==> src/rtl/wlo_host_pkg.sv <==
// Shared opcodes, reply length and FSM state type for the word-length-optimisation host.
package wlo_host_pkg;

    localparam logic [7:0] OP_SOFT_RST = 8'h01;
    localparam logic [7:0] OP_CONFIG   = 8'h02;
    localparam logic [7:0] OP_START    = 8'h03;

    localparam int unsigned MSE_BYTES = 8;

    typedef enum logic [2:0] {
        IDLE,
        SEND_RST,
        SEND_CFG,
        SEND_START,
        RECV
    } state_t;

endpackage

==> src/rtl/tx_pacer.sv <==
// Byte-gap down-counter: fire is high when the counter is idle at zero; load restarts the gap.
module tx_pacer #(
    parameter int unsigned BYTE_GAP = 9000
) (
    input  logic clk,
    input  logic rstn,
    input  logic load,
    output logic fire
);

    localparam int unsigned CNT_W = (BYTE_GAP > 1) ? $clog2(BYTE_GAP) : 1;

    logic [CNT_W-1:0] cnt_q;

    always_ff @(posedge clk or negedge rstn) begin
        if (!rstn) begin
            cnt_q <= '0;
        end else if (load) begin
            cnt_q <= CNT_W'(BYTE_GAP - 1);
        end else if (cnt_q != '0) begin
            cnt_q <= cnt_q - CNT_W'(1);
        end
    end

    assign fire = (cnt_q == '0);

endmodule

==> src/rtl/mse_sweep_host.sv <==
// Host-side MSE measurement driver: sends SOFT_RST, CONFIG and START over the UART byte
// interface, then assembles the 8-byte little-endian MSE reply with a receive timeout.
module mse_sweep_host
    import wlo_host_pkg::*;
#(
    parameter int unsigned NUM_CHAN = 3,
    parameter int unsigned BYTE_GAP = 9000,
    parameter int unsigned TIMEOUT  = 2**24
) (
    input  logic                  clk,
    input  logic                  rstn,
    input  logic                  go,
    input  logic [8*NUM_CHAN-1:0] cfg_int,
    input  logic [8*NUM_CHAN-1:0] cfg_frac,
    output logic                  com_txvalid,
    output logic [7:0]            com_txdata,
    input  logic                  com_rxvalid,
    input  logic [7:0]            com_rxdata,
    output logic                  busy,
    output logic [63:0]           mse_data,
    output logic                  mse_valid,
    output logic                  timeout_err
);

    localparam int unsigned CFG_W     = 8 * NUM_CHAN;
    localparam int unsigned CFG_BYTES = 2 * NUM_CHAN;
    localparam int unsigned IDX_W     = $clog2(CFG_BYTES + 1);
    localparam int unsigned TO_W      = (TIMEOUT > 1) ? $clog2(TIMEOUT) : 1;
    localparam int unsigned RX_W      = $clog2(MSE_BYTES);

    state_t             state_q, state_d;
    logic               tx_valid_q, tx_valid_d;
    logic [7:0]         tx_data_q, tx_data_d;
    logic               busy_q, busy_d;
    logic [63:0]        mse_data_q, mse_data_d;
    logic               mse_valid_q, mse_valid_d;
    logic               to_err_q, to_err_d;
    logic [CFG_W-1:0]   cfg_int_q, cfg_int_d;
    logic [CFG_W-1:0]   cfg_frac_q, cfg_frac_d;
    logic [IDX_W-1:0]   idx_q, idx_d;
    logic [RX_W-1:0]    rx_cnt_q, rx_cnt_d;
    logic [63:0]        sreg_q, sreg_d;
    logic [TO_W-1:0]    to_cnt_q, to_cnt_d;
    logic               pacer_load_c;
    logic               pacer_fire;
    logic [7:0]         cfg_byte_c;

    tx_pacer #(
        .BYTE_GAP (BYTE_GAP)
    ) u_tx_pacer (
        .clk  (clk),
        .rstn (rstn),
        .load (pacer_load_c),
        .fire (pacer_fire)
    );

    // Config byte order is int0, frac0, int1, frac1, ...
    always_comb begin
        cfg_byte_c = idx_q[0] ? cfg_frac_q[8*int'(idx_q >> 1) +: 8]
                              : cfg_int_q[8*int'(idx_q >> 1) +: 8];
    end

    // Each transition emits the first byte of the state being entered, so SOFT_RST
    // leaves on the same edge that accepts go.
    always_comb begin
        state_d      = state_q;
        tx_valid_d   = 1'b0;
        tx_data_d    = tx_data_q;
        busy_d       = busy_q;
        mse_data_d   = mse_data_q;
        mse_valid_d  = 1'b0;
        to_err_d     = 1'b0;
        cfg_int_d    = cfg_int_q;
        cfg_frac_d   = cfg_frac_q;
        idx_d        = idx_q;
        rx_cnt_d     = rx_cnt_q;
        sreg_d       = sreg_q;
        to_cnt_d     = to_cnt_q;
        pacer_load_c = 1'b0;

        case (state_q)
            IDLE: begin
                if (go) begin
                    cfg_int_d    = cfg_int;
                    cfg_frac_d   = cfg_frac;
                    rx_cnt_d     = '0;
                    busy_d       = 1'b1;
                    tx_valid_d   = 1'b1;
                    tx_data_d    = OP_SOFT_RST;
                    pacer_load_c = 1'b1;
                    state_d      = SEND_RST;
                end
            end
            SEND_RST: begin
                if (pacer_fire) begin
                    tx_valid_d   = 1'b1;
                    tx_data_d    = OP_CONFIG;
                    pacer_load_c = 1'b1;
                    idx_d        = '0;
                    state_d      = SEND_CFG;
                end
            end
            SEND_CFG: begin
                if (pacer_fire) begin
                    tx_valid_d   = 1'b1;
                    tx_data_d    = cfg_byte_c;
                    pacer_load_c = 1'b1;
                    if (idx_q == IDX_W'(CFG_BYTES - 1)) begin
                        state_d = SEND_START;
                    end else begin
                        idx_d = idx_q + IDX_W'(1);
                    end
                end
            end
            SEND_START: begin
                if (pacer_fire) begin
                    tx_valid_d   = 1'b1;
                    tx_data_d    = OP_START;
                    pacer_load_c = 1'b1;
                    to_cnt_d     = '0;
                    rx_cnt_d     = '0;
                    state_d      = RECV;
                end
            end
            RECV: begin
                // A byte arriving on the expiry cycle wins over the timeout.
                if (com_rxvalid) begin
                    sreg_d[8*int'(rx_cnt_q) +: 8] = com_rxdata;
                    to_cnt_d = '0;
                    if (rx_cnt_q == RX_W'(MSE_BYTES - 1)) begin
                        mse_data_d  = sreg_d;
                        mse_valid_d = 1'b1;
                        busy_d      = 1'b0;
                        state_d     = IDLE;
                    end else begin
                        rx_cnt_d = rx_cnt_q + RX_W'(1);
                    end
                end else if (to_cnt_q == TO_W'(TIMEOUT - 1)) begin
                    to_err_d = 1'b1;
                    busy_d   = 1'b0;
                    state_d  = IDLE;
                end else begin
                    to_cnt_d = to_cnt_q + TO_W'(1);
                end
            end
            default: begin
                busy_d  = 1'b0;
                state_d = IDLE;
            end
        endcase
    end

    always_ff @(posedge clk or negedge rstn) begin
        if (!rstn) begin
            state_q     <= IDLE;
            tx_valid_q  <= 1'b0;
            tx_data_q   <= '0;
            busy_q      <= 1'b0;
            mse_data_q  <= '0;
            mse_valid_q <= 1'b0;
            to_err_q    <= 1'b0;
            cfg_int_q   <= '0;
            cfg_frac_q  <= '0;
            idx_q       <= '0;
            rx_cnt_q    <= '0;
            sreg_q      <= '0;
            to_cnt_q    <= '0;
        end else begin
            state_q     <= state_d;
            tx_valid_q  <= tx_valid_d;
            tx_data_q   <= tx_data_d;
            busy_q      <= busy_d;
            mse_data_q  <= mse_data_d;
            mse_valid_q <= mse_valid_d;
            to_err_q    <= to_err_d;
            cfg_int_q   <= cfg_int_d;
            cfg_frac_q  <= cfg_frac_d;
            idx_q       <= idx_d;
            rx_cnt_q    <= rx_cnt_d;
            sreg_q      <= sreg_d;
            to_cnt_q    <= to_cnt_d;
        end
    end

    assign com_txvalid = tx_valid_q;
    assign com_txdata  = tx_data_q;
    assign busy        = busy_q;
    assign mse_data    = mse_data_q;
    assign mse_valid   = mse_valid_q;
    assign timeout_err = to_err_q;

endmodule

==> config.mk <==
export PLATFORM = sky130hd
export DESIGN_NAME = mse_sweep_host
export DESIGN_NICKNAME = d
export VERILOG_FILES = /design/src/rtl/wlo_host_pkg.sv /design/src/rtl/tx_pacer.sv /design/src/rtl/mse_sweep_host.sv
export SDC_FILE = /design/constraint.sdc
export NUM_CORES = 1
export LEC_CHECK = 0
export CORE_UTILIZATION = 60
export DETAILED_ROUTE_END_ITERATION = 8
export GPL_TIMING_DRIVEN = 1
export PLACE_DENSITY = 0.95
export SYNTH_ARGS = -nofsm -noshare
export SYNTH_HDL_FRONTEND = slang
export SYNTH_SLANG_ARGS = --single-unit
export TNS_END_PERCENT = 100
==> constraint.sdc <==
create_clock -name clk -period 7.1 [get_ports clk]
set_clock_uncertainty 0.15 [all_clocks]
set_input_delay 1.42 -clock clk [delete_from_list [all_inputs] [get_ports clk]]
set_output_delay 1.42 -clock clk [all_outputs]
set_load 0.02 [all_outputs]
# ---- Word level (Yosys, flattened, before mapping)
# Index checks and enable logic that the tools add are counted.
dict set report word_totals {
  memories 0
  latch_bits 0
  output_inout_bits 76
  romBits 0
  input_bits 60
  mem_bits_rw 0
  ff_bits 235
}
dict set report op_classes {
  n_addsub 5
  n_lt_le_gt_ge 0
  n_mux 44
  shifts 4
  n_reduce_logical 18
  div 0
  n_eq_ne 18
  n_bitwise 1
  multipliers 0
}
# operator count
set ops {}
lappend ops {{24-bit 2-to-1 mux} 3}
lappend ops {{64-bit bitwise mux} 1}
lappend ops {{8-bit by 33-bit variable shift with 64-bit output, first input constant} 1}
lappend ops {{8-bit by 33-bit indexed part select with 64-bit output} 1}
lappend ops {{24-bit one-hot mux with 2 select lines} 1}
lappend ops {{24-bit by 6-bit indexed part select with 8-bit output} 2}
lappend ops {{3-bit 2-to-1 mux} 14}
lappend ops {{8-bit 2-to-1 mux} 5}
lappend ops {{6-bit negator with 33-bit output} 1}
lappend ops {{8-bit one-hot mux with 4 select lines} 1}
lappend ops {{14-bit 2-to-1 mux} 2}
lappend ops {{24-bit by 1-bit adder with 24-bit output, second input constant} 1}
lappend ops {{24-bit == test, second input constant} 1}
lappend ops {{2-bit inequality test, second input constant} 8}
lappend ops {{3-bit one-hot mux with 5 select lines} 1}
lappend ops {{14-bit logical NOT} 1}
lappend ops {{14-bit nonzero test} 1}
lappend ops {{14-bit by 1-bit subtractor with 14-bit output, second input constant} 1}
lappend ops {{1-bit 2-to-1 mux} 12}
lappend ops {{5-bit AND reduction} 2}
lappend ops {{3-bit == test, second input constant} 3}
lappend ops {{3-bit inequality test, second input constant} 3}
lappend ops {{3-bit one-hot mux with 3 select lines} 1}
lappend ops {{4-bit AND reduction} 2}
lappend ops {{15 further kinds} 21}

# ---- Logic depth before layout (Yosys ltp)
# Gate-level depths: netlist of run 1.
dict set report depth {
  word_depth 4
  mapped_depth 11
  ltp_nobuf 8
}

# ---- By module
# Synthesis of run 1 repeated with hierarchy kept, for this count alone.
dict set report unflattened {
  hier_cells 1008
  area_unflattened_um2 10879.2
}
# module n_inst area_each_um2 cells_per_inst
set by_module_without_submodules {}
lappend by_module_without_submodules {mse_sweep_host 1 10069.7 923}
lappend by_module_without_submodules {tx_pacer 1 809.5 85}

# ---- Least setup slack after synthesis of run 1
# No wires, ideal clock.
dict set report synth_timing {
  kind {input port to flip-flop}
  startpoint {input com_rxvalid}
  endpoint {register mse_data_q[0] (netlist: mse_data[0])}
  setup_time_ns 0.137
  arrival_ns 2.460
  slack_ns 4.353
  path_stages 6
  n_path_buf 3
  path_cell_list {and3_1 -> buf_2 -> and2_1 -> clkbuf_1 -> clkbuf_1 -> a21oi_1}
}
dict set report synth_between {
  elab_chain_cells 1
}
# item line_no
set synth_lines {}
lappend synth_lines {{start, declared} mse_sweep_host.sv:17} ;# input logic com_rxvalid,
lappend synth_lines {{3-bit AND reduction (no line)} --}
lappend synth_lines {{end signal, assigned} mse_sweep_host.sv:173} ;# mse_data_q <= mse_data_d;
lappend synth_lines {{end, declared} mse_sweep_host.sv:35} ;# logic [63:0] mse_data_q, mse_data_d;
# Every way passes these cells.
# A chain may end at the register's enable or synchronous reset.

# ---- Worst setup path after layout of run 1
dict set report layout_timing {
  startpoint {input com_rxvalid}
  endpoint {register mse_data_q[19] (netlist: mse_data[19])}
}
# Same word-level chain as after synthesis.

==> flow_metrics.py, run 1 <==
metrics = {
    "power_and_ir_drop": {
        "power_density_mw_per_mm2": 226.4,
        "power_leakage_nw": 5.665,
        "ir_drop_mv": 0.2221,
    },
    "logic_synthesis": {
        "syn_inst": 955,
        "synth.avg_cell_area_um2": 11.24,
        "synth_cell_types": 60,
        "synth.area.top_cells": "dfrtp_1 55%, mux2_2 9.0%, mux2i_1 5.0%",
        "synth_area_mm2": 0.01073,
        "synth_seq_cells": 235,
        "netlist.area_leader.share_pct": 54.79,
        "synth_edf_count": 0,
        "yosysTopAreaCell": "dfrtp_1",
        "syn-num-nets": 1023,
        "synth_ff_type": "dfrtp_1",
        "ys_async_sr_fraction_pct": 100.0,
        "seq_area_frac_synth_pct": 54.79,
        "yosysWarnings": 0,
    },
    "critical_path": {
        "critPathCaptureType": "flop",
        "path_max_fanout": 101,
        "cp-start-kind": "primary input",
        "path_class": "in -> reg",
        "cp_data_required_time_ps": 7370,
        "cp_data_arrival_time_ps": 4060,
    },
    "sta": {
        "tns_ps": 0,
        "rsz0062_at_grt": "false",
        "hold_viol_final": 0,
        "period_minus_slack_ps": 3789,
        "max_freq_mhz": 263.9,
        "finalCritPeriodShare_pct": 53.36,
        "setup_viol": 0,
        "relSlewSlack_pct": 32.41,
        "drv_slew": 0,
        "tightest_slew_ps": 1010,
    },
    "floorplanning": {
        "die_w_um": 135.7,
        "rows": 48,
        "start_util_pct": 61.84,
        "core_mm2": 0.01736,
        "die_y_um": 135.7,
        "top_level_ports": 136,
        "fp.dieArea_mm2": 0.01843,
    },
    "clock_network": {
        "cts.sinks": 235,
        "ctsHtreeMaxLevel": 1,
        "post-cts-setup-buffer-count": 0,
        "cts_buffers": 25,
        "insertion_delay_ps": 510,
        "cts_tree": "built",
        "cts_buffer_depth": 3,
        "clk_transition_reported_paths_ps": 60,
        "cts_resized": 0,
        "cts_hold_buf": 0,
        "cts-root-buf": "clkbuf_16",
    },
    "grt": {
        "grt-ovfl-total": 0,
        "first_global_vias": 8004,
        "grt_usage_pct": 27.64,
        "grt_pass1_wl_um": 39930,
        "grt_max_degree": 120,
        "antenna_found_initial": 0,
    },
    "detailed_routing": {
        "postRouteAntennaNets": 0,
        "vias_per_cell": 5.991,
        "wl_per_cell_um": 18.85,
        "first_iter_violations": 443,
        "totalWireLength_um": 24650,
        "drc_errors": 0,
        "vias": 7836,
        "drtPass1Iterations": 5,
    },
    "min_path": {
        "worst_hold_path_type": "reg -> reg",
    },
    "place": {
        "place_congestion": 0.8176,
        "hpwl_um": 16040,
        "port_buffers": 135,
        "dp_cells": 1264,
    },
    "cells_and_area": {
        "layout_commonest_cell": "dfrtp_1",
        "drive_above_1_share_pct": 15.60,
        "final_nets": 1134,
        "area_growth_syn_to_layout_pct": 20.90,
        "final_cell_mix": "235 x dfrtp_1, 134 x clkdlybuf4s50_1, 110 x nor2_1",
        "diodes": 0,
        "finalNonFillerCells": 1308,
        "fill_cells": 1047,
    },
    "run_status": {
        "status": "finished clean",
    },
    "job": {
        "cap_violations": 0,
    },
}
state kept, by name, indices dropped and copies added, names as in the netlist:
name	flops
mse_data	64
sreg_q	64
cfg_frac_q	24
cfg_int_q	24
to_cnt_q	24
u_tx_pacer.cnt_q	14
com_txdata	8
idx_q	3
rx_cnt_q	3
state_q	3
busy	1
com_txvalid	1
mse_valid	1
timeout_err	1
area by class of cell:
type                    instances  area [µm²]  area share (%)
clock buffers                  36       726.9           5.602
repair buffers                143        1416           10.92
inverters                      14       52.55          0.4050
multi-input cells             647        4543           35.01
flip-flops and latches        235        5881           45.32
well taps                     225       281.5           2.170
clock inverters                 8       75.07          0.5785
through the flow:
step                hold slack, ps  total power, mW  area (µm²)  setup slack, ps  util, %
floorplan                    299.2            1.585       10730             4353        -
global placement             309.9            1.679       12170             3085    70.14
CTS                          338.2            2.954       12980             3367    74.76
finish                       340.8            2.938       12980             3311    74.76
global route                 351.5            3.039       12980             3125    74.76
detailed placement           319.9            1.693       12170             2951    70.14
synthesized netlist by cell type (9+ instances only):
master	n
nor2_1	111
a21oi_1	86
mux2_2	86
nor4_1	10
inv_1	12
dfrtp_1	235
clkbuf_1	31
o21ai_0	49
xnor2_1	24
nand2_1	75
buf_2	19
mux2i_1	54
nor3_1	9
and2_1	12
nand3_1	11
nand4_1	9
power by group:
part / leakage, nW / total, mW / internal [mW] / switching (mW)
sequential: 3.17 / 1.46 / 1.40 / 0.0585
clock: 0.396 / 1.27 / 0.747 / 0.520
combinational: 2.10 / 0.216 / 0.111 / 0.105
worst max-delay path: stages:
cell and delay [ps]:
clkdlybuf4s50_1 650, and3_1 420, and2_4 390, buf_4 780
nor2_1 120, a21oi_1 200
layer usage:
| metal | global-route usage (%) | routed length (µm) |
|---|---|---|
| met5 | 0 | 0 |
| met4 | 10.67 | 671 |
| met3 | 4.377 | 1548 |
| met2 | 45.69 | 12230 |
| met1 | 36.72 | 10210 |
worst paths after layout:
path | slack [ps] | cells past startpoint | endpoint | startpoint
worst max-delay path | 3310 | 6 | mse_data[19] | com_rxvalid
worst min register to register | 340 | 2 | sreg_q[14] | sreg_q[14]
worst max register to register | 3320 | 8 | sreg_q[21] | rx_cnt_q[0]
worst min-delay path | 340 | 2 | sreg_q[14] | sreg_q[14]
min in group asynchronous | 840 | 1 | cfg_frac_q[5] | rstn
max in group asynchronous | 4600 | 2 | mse_data[29] | rstn
cell families (layout without fill, tap and decap cells):
family / Yosys count / count (layout) / share of synthesized area, %
AND/OR/NAND/NOR: 282 / 282 / 12.86
AO/OA/AOI/OAI: 180 / 180 / 10.20
buffers and inverters: 73 / 201 / 3.089
multiplexers: 149 / 149 / 15.84
flip-flops: 235 / 235 / 54.79
XOR/XNOR: 28 / 28 / 2.285
adder cells (fa/ha/maj): 8 / 8 / 0.9327
Note: power is estimated with default switching activity, not from simulation.
==> run 2, diff against run 1 <==
Settings changed: CORE_UTILIZATION 60 to 56, PLACE_DENSITY 0.95 to 0.92.
Clock period 7.1 ns to 3.6 ns, I/O delays scaled along.
==> run 2 against run 1 <==
Against the previous run: via count shrank 0.77%; hold slack got worse by 280 ps; count of clock-buffer cells in the layout decreased by 3; largest cell class unchanged.
==> flow_metrics.py, run 2 (synthesis gave the netlist of run 1 again) <==
metrics = {
    "run_status": {
        "status": "finished clean",
    },
    "clock_network": {
        "cts_hold_buf": 0,
        "cts_buffer_depth": 3,
        "ctsHtreeMaxLevel": 1,
        "post-cts-setup-buffer-count": 0,
        "cts_resized": 0,
        "insertion_delay_ps": 510,
        "clk_transition_reported_paths_ps": 60,
        "cts.sinks": 235,
        "cts-root-buf": "clkbuf_16",
        "cts_tree": "built",
        "cts_buffers": 24,
    },
    "power_and_ir_drop": {
        "power_leakage_nw": 5.658,
        "power_density_mw_per_mm2": 430.2,
        "ir_drop_mv": 0.3427,
        "power.total_mw": 5.577,
    },
    "critical_path": {
        "path_max_fanout": 17,
        "r2r_cells": 9,
        "cp-start-kind": "flop",
        "crit_end": "sreg_q[20]",
        "cp.depth": 9,
        "rrSetupSlack_ps": 590,
        "cpMaxStageDelayCell": "and4b_1",
        "cp_data_required_time_ps": 3830,
        "critPathTopFamily": "simple AND/OR/NAND/NOR gates",
        "r2r_end": "sreg_q[20]",
        "cp_cell_sequence": "inv_1 > ha_1 > ha_1 > nor2_1 > buf_4 > and4b_1 > nand2_1 > nand2_1 > o21ai_0",
        "path_class": "reg -> reg",
        "max_stage_delay_ps": 560,
        "crit_start": "rx_cnt_q[0]",
        "critPathCaptureType": "flop",
        "path_buf_inv": 2,
        "cp_data_arrival_time_ps": 3240,
        "r2r-start": "rx_cnt_q[0]",
    },
    "sta": {
        "rsz0062_at_grt": "false",
        "period_minus_slack_ps": 3009,
        "holdWs_ps": 58.31,
        "setup_slack_ps": 590.7,
        "tightest_slew_ps": 766.7,
        "max_freq_mhz": 332.3,
        "relSlewSlack_pct": 48.46,
        "tns_ps": 0,
        "setup_viol": 0,
        "drv_slew": 0,
        "finalCritPeriodShare_pct": 83.59,
        "hold_viol_final": 0,
    },
    "floorplanning": {
        "die_y_um": 140.4,
        "top_level_ports": 136,
        "start_util_pct": 57.19,
        "core_mm2": 0.01877,
        "rows": 50,
        "fp.dieArea_mm2": 0.01972,
        "die_w_um": 140.4,
    },
    "grt": {
        "antenna_found_initial": 0,
        "grt-ovfl-total": 0,
        "grt_max_degree": 130,
        "grtUsageMet2_pct": 41.61,
        "first_global_vias": 7938,
        "use_met3_pct": 4.410,
        "top_usage_layer": "met2",
        "grt_usage_pct": 24.80,
        "grt_pass1_wl_um": 39340,
        "grtUsageMet1_pct": 31.93,
    },
    "detailed_routing": {
        "totalWireLength_um": 23850,
        "first_iter_violations": 531,
        "vias_per_cell": 5.900,
        "wl_per_cell_um": 18.10,
        "drtPass1Iterations": 5,
        "vias": 7776,
        "drc_errors": 0,
        "postRouteAntennaNets": 0,
    },
    "cells_and_area": {
        "layout_commonest_cell": "dfrtp_1",
        "final_nets": 1139,
        "fill_cells": 1322,
        "ff_latch_area_mm2": 0.005881,
        "drive_above_1_share_pct": 15.50,
        "diodes": 0,
        "utilization_pct": 69.07,
        "multi_input_area_mm2": 0.004543,
        "area_growth_syn_to_layout_pct": 20.79,
        "final_cell_mix": "235 x dfrtp_1, 134 x clkdlybuf4s50_1, 110 x nor2_1",
    },
    "min_path": {
        "worst_hold_path_type": "in -> async",
    },
    "place": {
        "port_buffers": 135,
        "place_ws_ps": 645.9,
        "place_congestion": 0.8264,
        "hpwl_um": 15920,
    },
    "job": {
        "cap_violations": 0,
    },
}
-- run 2: changes by cell type in the layout (fill, tap and decap cells not counted), sizes merged --
cell	before	now
inv	14	13
clkinv	6	7
clkinvlp	1	0
bufinv	1	0
buf	9	15
clkbuf	36	33
-- run 2: layout make-up --
class | instances | area share [%]
clock buffer | 33 | 5.135
clock inverter | 6 | 0.2316
inverter | 14 | 0.4054
multi-input combinational | 647 | 35.04
sequential | 235 | 45.36
tap | 234 | 2.258
timing repair buffer | 149 | 11.56
-- run 2: worst min path at each step --
stage | from | to | cells after the start
3_3_place_gp | sreg_q[21] | sreg_q[21] | 2
3_5_place_dp | sreg_q[21] | sreg_q[21] | 2
6_report | rstn | cfg_int_q[14] | 1
4_1_cts | rstn | cfg_int_q[14] | 1
2_1_floorplan | rstn | busy | 0
5_1_grt | rstn | cfg_int_q[14] | 1
-- run 2: through the flow --
step	std cells	instance area [µm²]
final	1318	12960
after global routing	1318	12960
after CTS	1318	12960
after detailed placement	1279	12270
after global placement	1279	12270
after floorplan	955	10730
-- run 2: metal layers --
metal / part of all wire, % / routed length (µm) / vias to the layer above
li1: - / - / 3602
met1: 42 / 10030 / 3895
met2: 50 / 11910 / 208
met3: 4.7 / 1127 / 71
met4: 3.3 / 787 / 0
met5: 0 / 0 / -
-- run 2: where the power goes --
| group | total [mW] | internal (mW) | switching, mW |
|---|---|---|---|
| clock network | 2.26 | 1.28 | 0.983 |
| logic | 0.438 | 0.223 | 0.215 |
| registers | 2.88 | 2.75 | 0.121 |
==> run 3, diff against run 2 <==
Clock period 3.6 ns to 3.05 ns, I/O delays scaled along.
==> run 3 against run 2 <==
Against the previous run: hold slack gained 270 ps; global-route usage rose by 0.64 points; setup slack got worse by 270 ps; clock power grew 30%; critical endpoint is now com_txdata[0].
==> flow_metrics.py, run 3 (synthesis gave the netlist of run 1 again) <==
metrics = {
    "run_status": {
        "status": "finished clean",
    },
    "cells_and_area": {
        "diodes": 0,
        "final_cell_mix": "235 x dfrtp_1, 134 x clkdlybuf4s50_1, 110 x nor2_1",
        "layout_commonest_cell": "dfrtp_1",
        "drive_above_1_share_pct": 16.83,
        "area_growth_syn_to_layout_pct": 22.91,
        "utilization_pct": 70.29,
        "final_nets": 1152,
        "fill_cells": 1226,
    },
    "critical_path": {
        "path_buf_inv": 2,
        "cp_data_required_time_ps": 3290,
        "critPathTopFamily": "simple AND/OR/NAND/NOR gates",
        "cpMaxStageDelayCell": "dfrtp_1",
        "critPathCaptureType": "flop",
        "max_stage_delay_ps": 380,
        "path_class": "reg -> reg",
        "cp-start-kind": "flop",
        "cp_data_arrival_time_ps": 2970,
        "cp_cell_sequence": "inv_1 > ha_1 > nor4b_4 > nand4_4 > o21a_1 > or2_4 > inv_2 > mux2_2",
        "path_max_fanout": 13,
    },
    "sta": {
        "relSlewSlack_pct": 54.96,
        "holdWs_ps": 326.4,
        "tightest_slew_ps": 658.6,
        "rsz0062_at_grt": "false",
        "max_freq_mhz": 366.1,
        "finalCritPeriodShare_pct": 89.55,
        "drv_slew": 0,
        "setup_viol": 0,
        "tns_ps": 0,
        "period_minus_slack_ps": 2731,
        "hold_viol_final": 0,
    },
    "floorplanning": {
        "fp.dieArea_mm2": 0.01972,
        "rows": 50,
        "die_w_um": 140.4,
        "core_mm2": 0.01877,
        "top_level_ports": 136,
        "die_y_um": 140.4,
        "start_util_pct": 57.19,
    },
    "detailed_routing": {
        "vias": 7812,
        "drc_errors": 0,
        "postRouteAntennaNets": 0,
        "wl_per_cell_um": 18.10,
        "drtPass1Iterations": 6,
        "totalWireLength_um": 24130,
        "first_iter_violations": 628,
        "vias_per_cell": 5.860,
    },
    "clock_network": {
        "clk_transition_reported_paths_ps": 60,
        "cts_tree": "built",
        "insertion_delay_ps": 510,
        "cts_buffers": 24,
        "cts.sinks": 235,
        "ctsHtreeMaxLevel": 1,
        "cts-root-buf": "clkbuf_16",
        "cts_buffer_depth": 3,
        "cts_resized": 0,
        "post-cts-setup-buffer-count": 0,
        "cts_hold_buf": 1,
    },
    "min_path": {
        "worst_hold_path_type": "reg -> reg",
    },
    "job": {
        "cap_violations": 0,
    },
    "grt": {
        "grt-ovfl-total": 0,
        "grt_pass1_wl_um": 40350,
        "first_global_vias": 8007,
        "grt_usage_pct": 25.44,
        "grt_max_degree": 82,
        "antenna_found_initial": 0,
    },
    "place": {
        "hpwl_um": 16190,
        "place_congestion": 0.8082,
        "port_buffers": 135,
    },
    "power_and_ir_drop": {
        "power_density_mw_per_mm2": 518.0,
        "ir_drop_mv": 0.4132,
        "power_leakage_nw": 5.779,
    },
}
## run 3: final timing paths
kind	startpoint	to	slack (ps)	depth (start not counted)
max in group asynchronous	rstn	mse_data[55]	1450	3
min in group asynchronous	rstn	cfg_int_q[13]	530	2
worst max-delay path	u_tx_pacer.cnt_q[0]	com_txdata[0]	320	8
worst max register to register	u_tx_pacer.cnt_q[0]	com_txdata[0]	320	8
worst min register to register	sreg_q[17]	sreg_q[17]	330	2
worst min-delay path	sreg_q[17]	sreg_q[17]	330	2
## run 3: metrics by stage
step           power [mW]  std cells  setup slack [ps]  instance area [µm²]
5_1_grt             7.083       1333             130.8                13190
6_report            6.834       1333             318.8                13190
4_1_cts             6.879       1333             305.0                13190
3_3_place_gp        3.921       1291             378.7                12400
3_5_place_dp        3.949       1291             288.3                12400
2_1_floorplan       3.689        955             470.7                10730
## run 3: worst register-to-register path, cell delays in order (launching register included)
cell,delay (ps)
dfrtp_1,380
inv_1,100
ha_1,230
nor4b_4,370
nand4_4,170
o21a_1,280
or2_4,330
inv_2,230
mux2_2,370
## run 3: power breakdown
part / internal, mW / total, mW / leakage, nW / switching (mW)
registers: 3.25 / 3.39 / 3.17 / 0.134
logic: 0.265 / 0.520 / 2.22 / 0.255
clock network: 1.75 / 2.93 / 0.393 / 1.18
## run 3: routing by layer
metal | up-vias | global-route usage (%) | share of wire (%) | routed length (µm)
met1 | 3902 | 34.26 | 43 | 10340
met3 | 56 | 3.077 | 4.4 | 1069
met5 | - | 0 | 0 | 0
li1 | 3632 | - | - | -
met2 | 222 | 42.68 | 50 | 12050
met4 | 0 | 9.254 | 2.8 | 668
## run 3: final cells by class
type,count,area [µm²],share of cell area [%]
multi-input cells,647,4543,34.44
flip-flops and latches,235,5881,44.58
inverters,14,52.55,0.3984
clock inverters,8,90.09,0.6829
clock buffers,33,695.7,5.274
repair buffers,162,1637,12.41
well taps,234,292.8,2.219
